**config.mk**
```make
export PLATFORM = sky130hd
export DESIGN_NAME = alu_cmd_initiator
export DESIGN_NICKNAME = d
export VERILOG_FILES = /design/src/rtl/alu_cmd_pkg.sv /design/src/rtl/alu_golden_model.sv /design/src/rtl/alu_cmd_initiator.sv
export SDC_FILE = /design/constraint.sdc
export NUM_CORES = 1
export LEC_CHECK = 0
export CORE_AREA = 2 2 70 85
export CTS_BUF_LIST = sky130_fd_sc_hd__clkbuf_16
export CTS_CLUSTER_SIZE = 30
export DETAILED_ROUTE_END_ITERATION = 6
export DIE_AREA = 0 0 72 87
export PLACE_DENSITY = 0.46
export SETUP_SLACK_MARGIN = 0.3
export SYNTH_ARGS = -nofsm -noshare
export SYNTH_HDL_FRONTEND = slang
export SYNTH_SLANG_ARGS = --single-unit
```
**constraint.sdc**
```tcl
create_clock -name clk -period 2.1 [get_ports clk]
set_input_delay 0.63 -clock clk [delete_from_list [all_inputs] [get_ports clk]]
set_output_delay 0.63 -clock clk [all_outputs]
set_load 0.05 [all_outputs]
```
**src/rtl/alu_cmd_pkg.sv**
```systemverilog
// +--------------------------------------------------------------------+
// | alu_cmd_pkg: opcodes, FSM states and LED helper for alu_cmd_*      |
// | Revision: 1.0                                                      |
// +--------------------------------------------------------------------+
`default_nettype none

package alu_cmd_pkg;

  localparam logic [1:0] OP_ADD = 2'd0;
  localparam logic [1:0] OP_SUB = 2'd1;
  localparam logic [1:0] OP_AND = 2'd2;
  localparam logic [1:0] OP_OR  = 2'd3;

  typedef enum logic [1:0] {
    ST_IDLE   = 2'd0,
    ST_SETTLE = 2'd1,
    ST_RESP   = 2'd2
  } state_t;

  // The processor lights exactly one LED, positioned by the opcode.
  function automatic logic [3:0] led_for_op(input logic [1:0] op);
    return 4'b0001 << op;
  endfunction

endpackage

`default_nettype wire

```
**src/rtl/alu_golden_model.sv**
```systemverilog
// +--------------------------------------------------------------------+
// | alu_golden_model: combinational reference of the 4-bit processor   |
// | Revision: 1.0                                                      |
// +--------------------------------------------------------------------+
`default_nettype none

module alu_golden_model
  import alu_cmd_pkg::*;
(
  input  logic [1:0] op,
  input  logic [3:0] a,
  input  logic [3:0] b,
  output logic [3:0] exp_result,
  output logic [3:0] exp_led
);

  always_comb begin
    exp_result = 4'h0;
    case (op)
      OP_ADD:  exp_result = a + b;
      OP_SUB:  exp_result = a - b;
      OP_AND:  exp_result = a & b;
      OP_OR:   exp_result = a | b;
      default: exp_result = 4'h0;
    endcase
    exp_led = led_for_op(op);
  end

endmodule

`default_nettype wire

```
**src/rtl/alu_cmd_initiator.sv**
```systemverilog
// +--------------------------------------------------------------------+
// | alu_cmd_initiator: serialising command front-end for the 4-bit     |
// | processor. Optional self-check: define ALU_CMD_CHECK_EN.           |
// | Revision: 1.0                                                      |
// +--------------------------------------------------------------------+
`default_nettype none

module alu_cmd_initiator
  import alu_cmd_pkg::*;
#(
  parameter int SETTLE_CYCLES = 1,
  parameter int CNT_W         = 8
) (
  input  logic             clk,
  input  logic             rst_n,
  input  logic             cmd_valid,
  output logic             cmd_ready,
  input  logic [1:0]       cmd_op,
  input  logic [3:0]       cmd_a,
  input  logic [3:0]       cmd_b,
  output logic             rsp_valid,
  input  logic             rsp_ready,
  output logic [3:0]       rsp_result,
  output logic [1:0]       rsp_op,
  output logic             rsp_err,
  output logic [3:0]       alu_a,
  output logic [3:0]       alu_b,
  output logic [1:0]       alu_ctrl,
  input  logic [3:0]       alu_result,
  input  logic [3:0]       alu_led,
  output logic             busy,
  output logic [CNT_W-1:0] cmd_count
);

  localparam logic [3:0] c_settle_load = 4'(SETTLE_CYCLES);

  state_t           r_state;
  logic [3:0]       r_cnt;
  logic             r_cmd_ready;
  logic             r_rsp_valid;
  logic [3:0]       r_rsp_result;
  logic [1:0]       r_rsp_op;
  logic             r_rsp_err;
  logic [3:0]       r_alu_a;
  logic [3:0]       r_alu_b;
  logic [1:0]       r_alu_ctrl;
  logic             r_busy;
  logic [CNT_W-1:0] r_cmd_count;
  logic             w_err;

`ifdef ALU_CMD_CHECK_EN
  logic [3:0] w_exp_result;
  logic [3:0] w_exp_led;

  alu_golden_model u_golden (
    .op         (r_alu_ctrl),
    .a          (r_alu_a),
    .b          (r_alu_b),
    .exp_result (w_exp_result),
    .exp_led    (w_exp_led)
  );

  assign w_err = (alu_result != w_exp_result) || (alu_led != w_exp_led);
`else
  logic w_unused_led;
  assign w_unused_led = ^alu_led;
  assign w_err        = 1'b0;
`endif

  // cmd_ready resets low and rises on the first edge after reset release.
  always_ff @(posedge clk or negedge rst_n) begin
    if (!rst_n) begin
      r_state      <= ST_IDLE;
      r_cnt        <= 4'h0;
      r_cmd_ready  <= 1'b0;
      r_rsp_valid  <= 1'b0;
      r_rsp_result <= 4'h0;
      r_rsp_op     <= 2'd0;
      r_rsp_err    <= 1'b0;
      r_alu_a      <= 4'h0;
      r_alu_b      <= 4'h0;
      r_alu_ctrl   <= 2'd0;
      r_busy       <= 1'b0;
      r_cmd_count  <= '0;
    end else begin
      case (r_state)
        ST_IDLE: begin
          r_cmd_ready <= 1'b1;
          if (cmd_valid && r_cmd_ready) begin
            r_alu_a     <= cmd_a;
            r_alu_b     <= cmd_b;
            r_alu_ctrl  <= cmd_op;
            r_rsp_op    <= cmd_op;
            r_cnt       <= c_settle_load;
            r_cmd_ready <= 1'b0;
            r_busy      <= 1'b1;
            r_state     <= ST_SETTLE;
          end
        end
        ST_SETTLE: begin
          r_cnt <= r_cnt - 4'd1;
          if (r_cnt == 4'd1) begin
            r_rsp_result <= alu_result;
            r_rsp_err    <= w_err;
            r_rsp_valid  <= 1'b1;
            r_state      <= ST_RESP;
          end
        end
        ST_RESP: begin
          if (rsp_ready) begin
            r_rsp_valid <= 1'b0;
            r_cmd_count <= r_cmd_count + CNT_W'(1);
            r_cmd_ready <= 1'b1;
            r_busy      <= 1'b0;
            r_state     <= ST_IDLE;
          end
        end
        default: begin
          r_state <= ST_IDLE;
        end
      endcase
    end
  end

  assign cmd_ready  = r_cmd_ready;
  assign rsp_valid  = r_rsp_valid;
  assign rsp_result = r_rsp_result;
  assign rsp_op     = r_rsp_op;
  assign rsp_err    = r_rsp_err;
  assign alu_a      = r_alu_a;
  assign alu_b      = r_alu_b;
  assign alu_ctrl   = r_alu_ctrl;
  assign busy       = r_busy;
  assign cmd_count  = r_cmd_count;

endmodule

`default_nettype wire

```
* Word level (Yosys, flattened, before mapping)
Cells that the tools add are included.
Operators by class: add/subtract/negate cells 2, $mul 0, divide/modulo/power cells 0, magnitude comparators 0, equality and inequality tests 6, shifts and indexed selects 0, multiplexer cells 14, bitwise logic cells 0, reduce and logical (&&, ||, !) cells 13
Operator list (number):
- 2-bit AND reduction | 5
- 3-bit AND reduction | 3
- 8-bit by 1-bit adder with 8-bit output (second input constant) | 1
- 4-bit case mux with 2 select lines | 1
- 2-bit two-way mux | 3
- 2-bit inequality test (second input constant) | 3
- 1-bit case mux with 2 select lines | 3
- 2-bit case mux with 3 select lines | 1
- 2-bit nonzero test | 3
- 1-bit two-way mux | 5
- 4-bit by 1-bit == test with 1-bit output (second input constant) | 1
- 4-bit two-way mux | 1
- 4-bit by 1-bit subtractor with 4-bit output (second input constant) | 1
- 2-bit by 1-bit == test with 1-bit output (second input constant) | 1
- 2-bit == test (second input constant) | 1
- 2-bit zero test | 1
- 1-bit logical AND | 1
Word-level totals: flip-flop bits (word level) 31, bits in latches 0, memory bits (writable) 0, ROM bits 0, logic and storage cells 45, memories kept 0

* Logic depth before layout (Yosys ltp)
Gate-level depths: netlist of the first run.
depth in word-level cells 3, mapped depth 5, gate-level depth less buffers 5

* Worst setup path before layout of the first run
Ideal clock, no wire load.
path type register -> register, from reg r_cmd_ready (netlist: cmd_ready), to reg r_alu_a[0] (netlist: alu_a[0]), library setup time 0.125 ns, data arrival time 1.574 ns, required time 1.975 ns, setup slack 0.401 ns, stages on the path, launching flop included 5, period minus slack after synthesis 1.699 ns, cells stage by stage dfrtp_1 -> nor4bb_1 -> buf_4 -> buf_6 -> mux2_2
On the way: word-level cells in the longest chain between the ends 2
Ends and longest elaborated chain:
- from (decl) | line alu_cmd_initiator.sv:39 | logic r_cmd_ready;
- from (signal assigned) | line alu_cmd_initiator.sv:75 | r_cmd_ready <= 1'b0;
- from (signal assigned) | line alu_cmd_initiator.sv:88 | r_cmd_ready <= 1'b1;
- from (signal assigned) | line alu_cmd_initiator.sv:95 | r_cmd_ready <= 1'b0;
- 1-bit logical AND | line alu_cmd_initiator.sv:89 | if (cmd_valid && r_cmd_ready) begin
- 2-bit AND reduction (no source line)
- to (signal assigned) | line alu_cmd_initiator.sv:90 | r_alu_a <= cmd_a;
- to (decl) | line alu_cmd_initiator.sv:44 | logic [3:0] r_alu_a;
No other way between the ends. A chain may end at the register's enable or synchronous reset.

* Worst setup path after layout of the first run
from in cmd_valid, to reg r_alu_a[2] (netlist: alu_a[2])
On the way: word-level cells in the longest chain between the ends 2
Ends and longest elaborated chain:
- from (decl) | line alu_cmd_initiator.sv:16 | input logic cmd_valid,
- 1-bit logical AND | line alu_cmd_initiator.sv:89
- 2-bit AND reduction (no source line)
No other way between the ends.

==> qor.csv, run 1 <==
stage,metric,value,unit
worst_setup_path,reg2reg_from,r_cnt[1],
routing,vias_per_cell,4.39,
routing,routedWlPerCell,12.6,um
finish,fill_cells,534,
global_route,grt_pass1_vias,1015,
sta,tns,0,ps
worst_setup_path,path_buf_inv,2,
place,io_buffers,44,
yosys,synthArstFlopShare,1.00,
routing,drt_pass1_iterations,4,
yosys,ys_warn_count,0,
sta,skew,4.60,ps
yosys,synth_flop_cell,dfrtp_1,
cts,cts_htree_levels,2,
power,p_leak,0.000882,uW
routing,wl,2750,um
sta,post-route-period-util,0.812,
routing,drc,0,
cts,clockRootBuffer,clkbuf_16,
hold_path,min_delay_path_depth,1,
floorplan,dieArea,0.00626,mm^2
worst_setup_path,crit_family,buffers and inverters,
global_route,grt_use_total,0.0974,
worst_setup_path,critPathKind,primary input to flip-flop,
sta,slew_violations,0,
worst_setup_path,start_kind,primary input,
yosys,syn_inst,103,
floorplan,io_pins,50,
cts,insertion_delay,270,ps
yosys,synth.distinct_cells,28,
yosys,syn_area_per_cell,12.7,um^2
floorplan,die_w,72,um
hold_path,min-delay-path-class,flip-flop to flip-flop,
routing,dr_total_vias,956,
finish,antenna_cells,0,
flow_run,maxCapViolCount,0,
finish,register_area,776,um^2
cts,clk_path_buf_depth,2,
global_route,grt-ovfl-total,0,
cts,path_clk_slew,50,ps
sta,period_minus_slack,1710,ps
yosys,yosysSeqAreaShare,0.592,
finish,final_core_util,0.346,
routing,drt-initial-drc-count,43,
worst_setup_path,crit_chain,"clkdlybuf4s50_1, nor4bb_4, buf_6, mux2_2",
sta,finalSetupViolCount,0,
yosys,syn_nets,128,
finish,finalNetCount,178,
yosys,syn_area,0.00131,mm^2
place,dpl.hpwl,2050,um
finish,drive_above_1_share,0.331,
floorplan,die_h,87,um
global_route,antenna_found_initial,0,
global_route,grt_pass1_wl,4730,um
worst_setup_path,reg2regPathDepth,5,
worst_setup_path,ff2ff_setup_slack,520,ps
cts,cts_buffers,5,
outcome,status,completed,
worst_setup_path,timing.rr.end,rsp_result[1],
worst_setup_path,critical_path.max_fanout,10,
cts,cts.sinks,31,
finish,multiInputGateArea,497,um^2
worst_setup_path,worst_ep_arrival_time,1860,ps
global_route,grt_start_max_net_pins,32,
power,ir_drop,643,uV
sta,hold_viol,0,
sta,max_freq,0.586,GHz
place,gp_congestion,0.743,
yosys,synth_enable_flop_cells,0,
hold_path,min_to,cmd_count[7],
worst_setup_path,crit_slowest_cell,clkdlybuf4s50_1,
sta,rsz0062_at_grt,false,
yosys,ys_ff_latch,31,
worst_setup_path,worstSetupEndpointType,flip-flop,
power,p_per_area,1730,mW/mm^2
floorplan,design.core.area,0.00552,mm^2
floorplan,start_util,0.237,
worst_setup_path,required,2250,ps
routing,detail-route-antenna-nets,0,
finish,syn2layout_area_growth,45.6,%
cts,cts_tree,done,
hold_path,hp-start,cmd_count[7],
worst_setup_path,slowest_delay,460,ps
floorplan,rows,30,
[area by class of cell]
class	instances	share of cell area
sequential	31	0.407
inverter	3	0.00591
multi-input combinational	64	0.260
clock buffer	5	0.0656
clock inverter	3	0.00591
timing repair buffer	48	0.213
tap	64	0.0420
[flip-flops by register name, summed over array words and instances (netlist names)]
signal and count:
r_cnt 4, r_state 2, alu_ctrl 2, rsp_valid 1, cmd_ready 1, busy 1, alu_a 4, cmd_count 8
alu_b 4, rsp_result 4
[worst max-delay path by stage]
| stage | startpoint | end | slack (ps) | cells past startpoint |
|---|---|---|---|---|
| 6_report | cmd_valid | alu_a[2] | 390 | 4 |
| 5_1_grt | cmd_valid | alu_ctrl[1] | 330 | 4 |
| 4_1_cts | cmd_valid | alu_b[2] | 350 | 4 |
| 3_5_place_dp | cmd_valid | alu_a[2] | 60 | 4 |
| 3_3_place_gp | cmd_valid | alu_ctrl[1] | 110 | 4 |
| 2_1_floorplan | cmd_ready | alu_a[0] | 400 | 4 |
[power by group]
part           leakage (uW)  internal (uW)  switching (uW)  total, uW
sequential         0.000378            835             190       1030
combinational      0.000434            582            1040       1620
clock             0.0000701            424             223        647
[cells in the final DEF (no fill, tap or decap), drive strengths merged, types with 3 or more instances in the layout]
cell,count
dfrtp,31
buf,31
clkdlybuf4s50,17
mux2,14
nand2,10
clkbuf,5
inv,4
xnor2,4
xor2,4
nand4,3
nor3,3
nor2,3
nand2b,3
ha,3
[cells in the mapped netlist (2+ instances only)]
cell | count | share of area
xnor2_1 | 4 | 0.027
nor2_1 | 3 | 0.0086
nand4_1 | 3 | 0.014
nand3b_1 | 2 | 0.011
inv_1 | 3 | 0.0086
xor2_1 | 4 | 0.027
dfrtp_1 | 31 | 0.59
mux2_2 | 14 | 0.12
ha_1 | 3 | 0.029
nand2b_1 | 3 | 0.014
a21oi_1 | 2 | 0.0076
buf_4 | 4 | 0.023
nand2_1 | 10 | 0.029
nor3_1 | 3 | 0.011
[per-stage QoR]
step	power (uW)	area (um^2)	setup WS (ps)	cells	hold slack, ps
final	3290	1910	395	218	465
after global routing	3500	1910	329	218	498
after CTS	3340	1900	351	218	469
after detailed placement	2670	1770	62.1	210	460
after global placement	2640	1770	110	210	463
after floorplan	2170	1310	401	103	334
[cells by family (layout without fill, tap and decap cells)]
group                      after synthesis  after routing  synth area share
AOI/OAI and AO/OA                        6              6            0.0277
xor gates and xnor gates                 8              8            0.0535
adders and majority gates                3              3            0.0287
buffers and inverters                    8             59            0.0401
DFF                                     31             31             0.592
muxes                                   15             15             0.128
other                                    1              1           0.00286
and+or+nand+nor                         31             31             0.127
[routing by layer]
| layer | vias to the layer above | share of wire | track usage |
|---|---|---|---|
| met1 | 462 | 0.41 | 0.118 |
| li1 | 445 | - | - |
| met5 | - | 0 | 0 |
| met2 | 44 | 0.49 | 0.155 |
| met4 | 0 | 0.011 | 0.0360 |
| met3 | 5 | 0.083 | 0.0405 |
[worst register-to-register path, cell delays in order (launching register included)]
cell and delay [ps]:
dfrtp_1 390, inv_1 90, ha_1 130, nor3b_1 290, nand2_1 240, mux2_2 320
[timing repair]
item,4_1_cts,5_1_grt
setup endpoints to repair,0,4
hold buffers,0,0
setup buffers,0,0
gates resized for setup,0,1
Note: power is estimated with default switching activity, not from simulation.
==> inputs of run 2 (changes only) <==
PLACE_DENSITY = 0.48   (was 0.46)
clock period = 1.55 ns   (was 2.1 ns; I/O delays follow)
==> run 2 against run 1 <==
Effect of this change: worst hold slack improved by 72 ps; setup slack got worse by 280 ps; combinational power increased by 110%; design area up 36%; critical endpoint is now alu_b[3].
==> qor.csv, run 2 (same netlist as run 1, synthesis figures left out) <==
stage,metric,value,unit
worst_setup_path,reg2regPathDepth,3,
routing,dr_total_vias,1044,
sta,max_freq,0.698,GHz
worst_setup_path,timing.rr.end,alu_b[3],
cts,clockRootBuffer,clkbuf_16,
worst_setup_path,worstSetupEndpointType,flip-flop,
outcome,status,completed,
worst_setup_path,required,1700,ps
power,combPwrFrac,0.570,
power,p_seq_frac,0.252,
sta,rsz0062_at_grt,true,
routing,detail-route-antenna-nets,0,
routing,vias_per_cell,4.31,
sta,skew,4.12,ps
worst_setup_path,critical_path.max_fanout,6,
worst_setup_path,worst_ep_arrival_time,1590,ps
cts,insertion_delay,270,ps
floorplan,start_util,0.237,
power,p_leak,0.00120,uW
finish,mostFrequentLayoutCell,buf_12,
routing,drt-initial-drc-count,32,
routing,routedWlPerCell,12.5,um
power,p_sw_frac,0.377,
global_route,antenna_found_initial,0,
power,internal-power,3780,uW
floorplan,rows,30,
flow_run,maxCapViolCount,0,
cts,cts_htree_levels,2,
worst_setup_path,crit_path_start,r_state[1],
finish,largest_reg_flops,8,
global_route,grt_pass1_vias,1069,
cts,cts_buffers,5,
routing,drc,0,
place,gp_congestion,0.711,
power,ir_drop,1330,uV
finish,finalNetCount,202,
place,dpl.hpwl,2050,um
worst_setup_path,reg2reg_from,r_state[1],
routing,wl,3020,um
finish,syn2layout_area_growth,97.6,%
power,p_per_area,2340,mW/mm^2
cts,path_clk_slew,50,ps
global_route,grt-ovfl-total,0,
routing,drt_pass1_iterations,4,
power,p_switching,2290,uW
finish,antenna_cells,0,
finish,final_cell_mix,"28 x buf_12, 21 x buf_4, 20 x dfrtp_1",
sta,post-route-period-util,0.924,
sta,slew_violations,0,
floorplan,io_pins,50,
floorplan,design.core.area,0.00552,mm^2
finish,drive_above_1_share,0.534,
place,io_buffers,44,
worst_setup_path,critPathKind,flip-flop to flip-flop,
power,clkPwrFrac,0.179,
sta,period_minus_slack,1430,ps
worst_setup_path,start_kind,flip-flop,
sta,finalSetupViolCount,0,
global_route,grt_pass1_wl,5060,um
floorplan,die_w,72,um
floorplan,die_h,87,um
worst_setup_path,endpoint,alu_b[3],
global_route,grt_use_total,0.104,
sta,hold_viol,0,
cts,cts_tree,done,
sta,hold_slack,537,ps
sta,tns,0,ps
cts,clk_path_buf_depth,2,
global_route,grt_start_max_net_pins,32,
hold_path,min-delay-path-class,flip-flop to flip-flop,
worst_setup_path,ff2ff_setup_slack,120,ps
floorplan,dieArea,0.00626,mm^2
cts,cts.sinks,31,
## run 2: routing by layer
layer  share of wire  GRT usage  vias up
met4          0.0073     0.0257        0
met5               0          0        -
met2            0.52      0.163       32
li1                -          -      497
met3           0.065     0.0440        2
met1            0.41      0.133      513
## run 2: what timing repair did
item                       in CTS  in global routing
hold buffers                    0                  0
setup endpoints to repair      57                 57
pin swaps                       9                  1
gates resized for setup        22                  1
buffers inserted               18                  3
## run 2: final cells by class
cell class | count | area [um^2]
flip-flops and latches | 31 | 790
well taps | 64 | 80.1
clock buffers | 5 | 125
repair buffers | 72 | 953
inverters | 3 | 11.3
multi-input cells | 64 | 591
clock inverters | 3 | 38.8
fillers | 487 | 2930
## run 2: critical path: stages, from the launching register on
cell and delay, ps:
dfrtp_2 440, nor4bb_4 370, buf_6 200, mux2_4 300
## run 2: worst min path at each step
stage             start        to  slack (ps)  cells past startpoint
2_1_floorplan     rst_n  alu_a[0]         170                      0
3_3_place_gp   r_cnt[3]  r_cnt[3]         490                      1
3_5_place_dp   r_cnt[3]  r_cnt[3]         500                      1
4_1_cts        r_cnt[3]  r_cnt[3]         540                      1
5_1_grt        r_cnt[3]  r_cnt[3]         560                      1
6_report       r_cnt[3]  r_cnt[3]         540                      1
## run 2: power groups by stage
stage	Clock (uW)	Combinational, uW	Sequential (uW)
final	1080	3460	1530
after global routing	1150	3630	1580
after CTS	1100	3440	1540
after detailed placement	0	3050	1560
after global placement	0	3020	1550
after floorplan	0	818	2240
## run 2: stage by stage
stage,area [um^2],total power (uW),worst slack [ps],util,std cells
detailed placement,2190,4610,-380,0.397,213
CTS,2560,6080,114,0.465,239
global placement,2190,4580,-365,0.397,213
finish,2590,6070,118,0.469,242
global route,2590,6360,65.0,0.469,242
floorplan,1360,3060,70.8,-,103
==> inputs of run 3 (changes only) <==
CORE_AREA = 2 2 56 69   (was 2 2 70 85)
DIE_AREA = 0 0 58 71   (was 0 0 72 87)
PLACE_DENSITY = 0.7   (was 0.48)
==> run 3 against run 2 <==
Effect of this change: utilization increased by 29 points; via count increased by 6.3%; highest routed layer unchanged; setup slack got worse by 22 ps; power increased by 0.92%; clock skew increased by 2.9 ps; combinational power increased by 6.6%; non-clock buffer count increased by 10; count of clock-buffer cells in the layout unchanged; sequential power about the same; flip-flop and latch count unchanged.
==> qor.csv, run 3 (same netlist as run 1, synthesis figures left out) <==
stage,metric,value,unit
outcome,status,completed,
global_route,grt_pass1_wl,5660,um
place,place_inst,187,
sta,period_minus_slack,1450,ps
routing,drt_pass1_iterations,4,
place,dpl.hpwl,2130,um
worst_setup_path,critPathKind,flip-flop to flip-flop,
routing,detail-route-antenna-nets,0,
global_route,antenna_found_initial,0,
worst_setup_path,slowest_delay,430,ps
cts,clockRootBuffer,clkbuf_16,
flow_run,maxCapViolCount,0,
sta,post-route-period-util,0.938,
worst_setup_path,crit_chain,"nor4bb_4, buf_4, mux2_4",
routing,m1WireLength,1230,um
worst_setup_path,worstSetupEndpointType,flip-flop,
global_route,grt-ovfl-total,0,
sta,max_freq,0.688,GHz
worst_setup_path,crit_slowest_cell,dfrtp_2,
finish,fill_cells,219,
routing,routedWlPerCell,15.4,um
hold_path,min-delay-path-class,primary input to async pin,
global_route,grt_start_max_net_pins,32,
routing,dr_total_vias,1110,
cts,cts_tree,done,
worst_setup_path,ff2ff_setup_slack,100,ps
sta,finalSetupViolCount,0,
cts,path_clk_slew,50,ps
finish,final-instance-count-excl-fill,227,
finish,largest_reg_flops,8,
power,ir_drop,1840,uV
floorplan,dieArea,0.00412,mm^2
finish,mostFrequentLayoutCell,buf_4,
power,p_per_area,2330,mW/mm^2
power,p_leak,0.00124,uW
floorplan,io_pins,50,
worst_setup_path,start_kind,flip-flop,
cts,cts.sinks,31,
floorplan,design.core.area,0.00348,mm^2
sta,hold_viol,0,
floorplan,start_util,0.376,
sta,rsz0062_at_grt,true,
finish,drive_above_1_share,0.601,
finish,final_cell_mix,"32 x buf_4, 28 x buf_12, 20 x dfrtp_1",
cts,cts_buffers,5,
place,io_buffers,44,
cts,insertion_delay,280,ps
routing,top_layer_used,met4,
routing,drt-initial-drc-count,19,
finish,antenna_cells,0,
floorplan,die_h,71,um
routing,wl,3500,um
place,dp_slack,-382,ps
worst_setup_path,critical_path.max_fanout,4,
cts,cts_htree_levels,2,
routing,dr_wl_met2,1970,um
global_route,grt_use_total,0.189,
routing,dr_wl_met3,223,um
sta,tns,0,ps
floorplan,rows,24,
routing,vias_per_cell,4.89,
cts,clk_path_buf_depth,2,
finish,finalNetCount,212,
worst_setup_path,worst_ep_arrival_time,1610,ps
place,gp_congestion,0.733,
sta,skew,7.03,ps
worst_setup_path,required,1710,ps
routing,drc,0,
sta,timing.final.ws_setup,95.9,ps
global_route,grt_pass1_vias,1190,
finish,syn2layout_area_growth,101,%
floorplan,die_w,58,um
sta,slew_violations,0,
-- run 3: cell types whose count changed in the layout (fill, tap and decap cells not counted), moves of 3 or more --
cell     delta
nor2_2      +3
nand2_1     -3
nor2_1      -3
buf_4      +11
nand2_2     +3
-- run 3: power breakdown --
part	total (uW)	internal (uW)	switching, uW
clock	904	578	326
sequential	1530	1150	379
combinational	3690	2020	1680
total	6120	3740	2380
-- run 3: path summary, 6_finish.rpt --
check,startpoint,to,depth (start not counted)
min reg2reg,r_cnt[3],r_cnt[3],1
min,rst_n,cmd_count[5],2
max in group asynchronous,rst_n,cmd_ready,2
max,r_state[1],alu_a[0],3
max reg2reg,r_state[1],alu_a[0],3
min in group clk,r_cnt[3],r_cnt[3],1
-- run 3: repair_timing --
action / in CTS / in global routing
endpoints found under the setup margin: 56 / 57
gates cloned: 1 / 0
setup buffers: 18 / 13
pin swaps: 4 / 9
gates resized for setup: 19 / 14
hold buffers: 0 / 0
-- run 3: final cells by class --
cell class              instances  area [um^2]  area share
well taps                      39         48.8      0.0185
flip-flops and latches         31          790       0.300
clock buffers                   5          125      0.0475
multi-input cells              64          621       0.236
repair buffers                 82         1020       0.389
inverters                       3         11.3     0.00428
clock inverters                 3         12.5     0.00475
-- run 3: metal layers --
layer / GRT usage / vias up
li1: - / 518
met4: 0.0904 / 0
met3: 0.0786 / 8
met1: 0.203 / 545
met2: 0.316 / 39
met5: 0 / -
-- run 3: worst max-delay path: cells and delay by family (launching register included) --
family	cells	cell delay, ps
and+or+nand+nor	1	380
buffers and inverters	1	210
DFF	1	430
muxes	1	310
-- run 3: metrics by stage --
| stage | hold WS, ps | utilization | power [uW] | instance area [um^2] |
|---|---|---|---|---|
| 3_3_place_gp | 493 | 0.617 | 4530 | 2150 |
| 3_5_place_dp | 503 | 0.617 | 4600 | 2150 |
| 5_1_grt | 554 | 0.756 | 6410 | 2630 |
| 4_1_cts | 542 | 0.712 | 5860 | 2480 |
| 2_1_floorplan | 169 | - | 3060 | 1360 |
| 6_report | 549 | 0.756 | 6120 | 2630 |
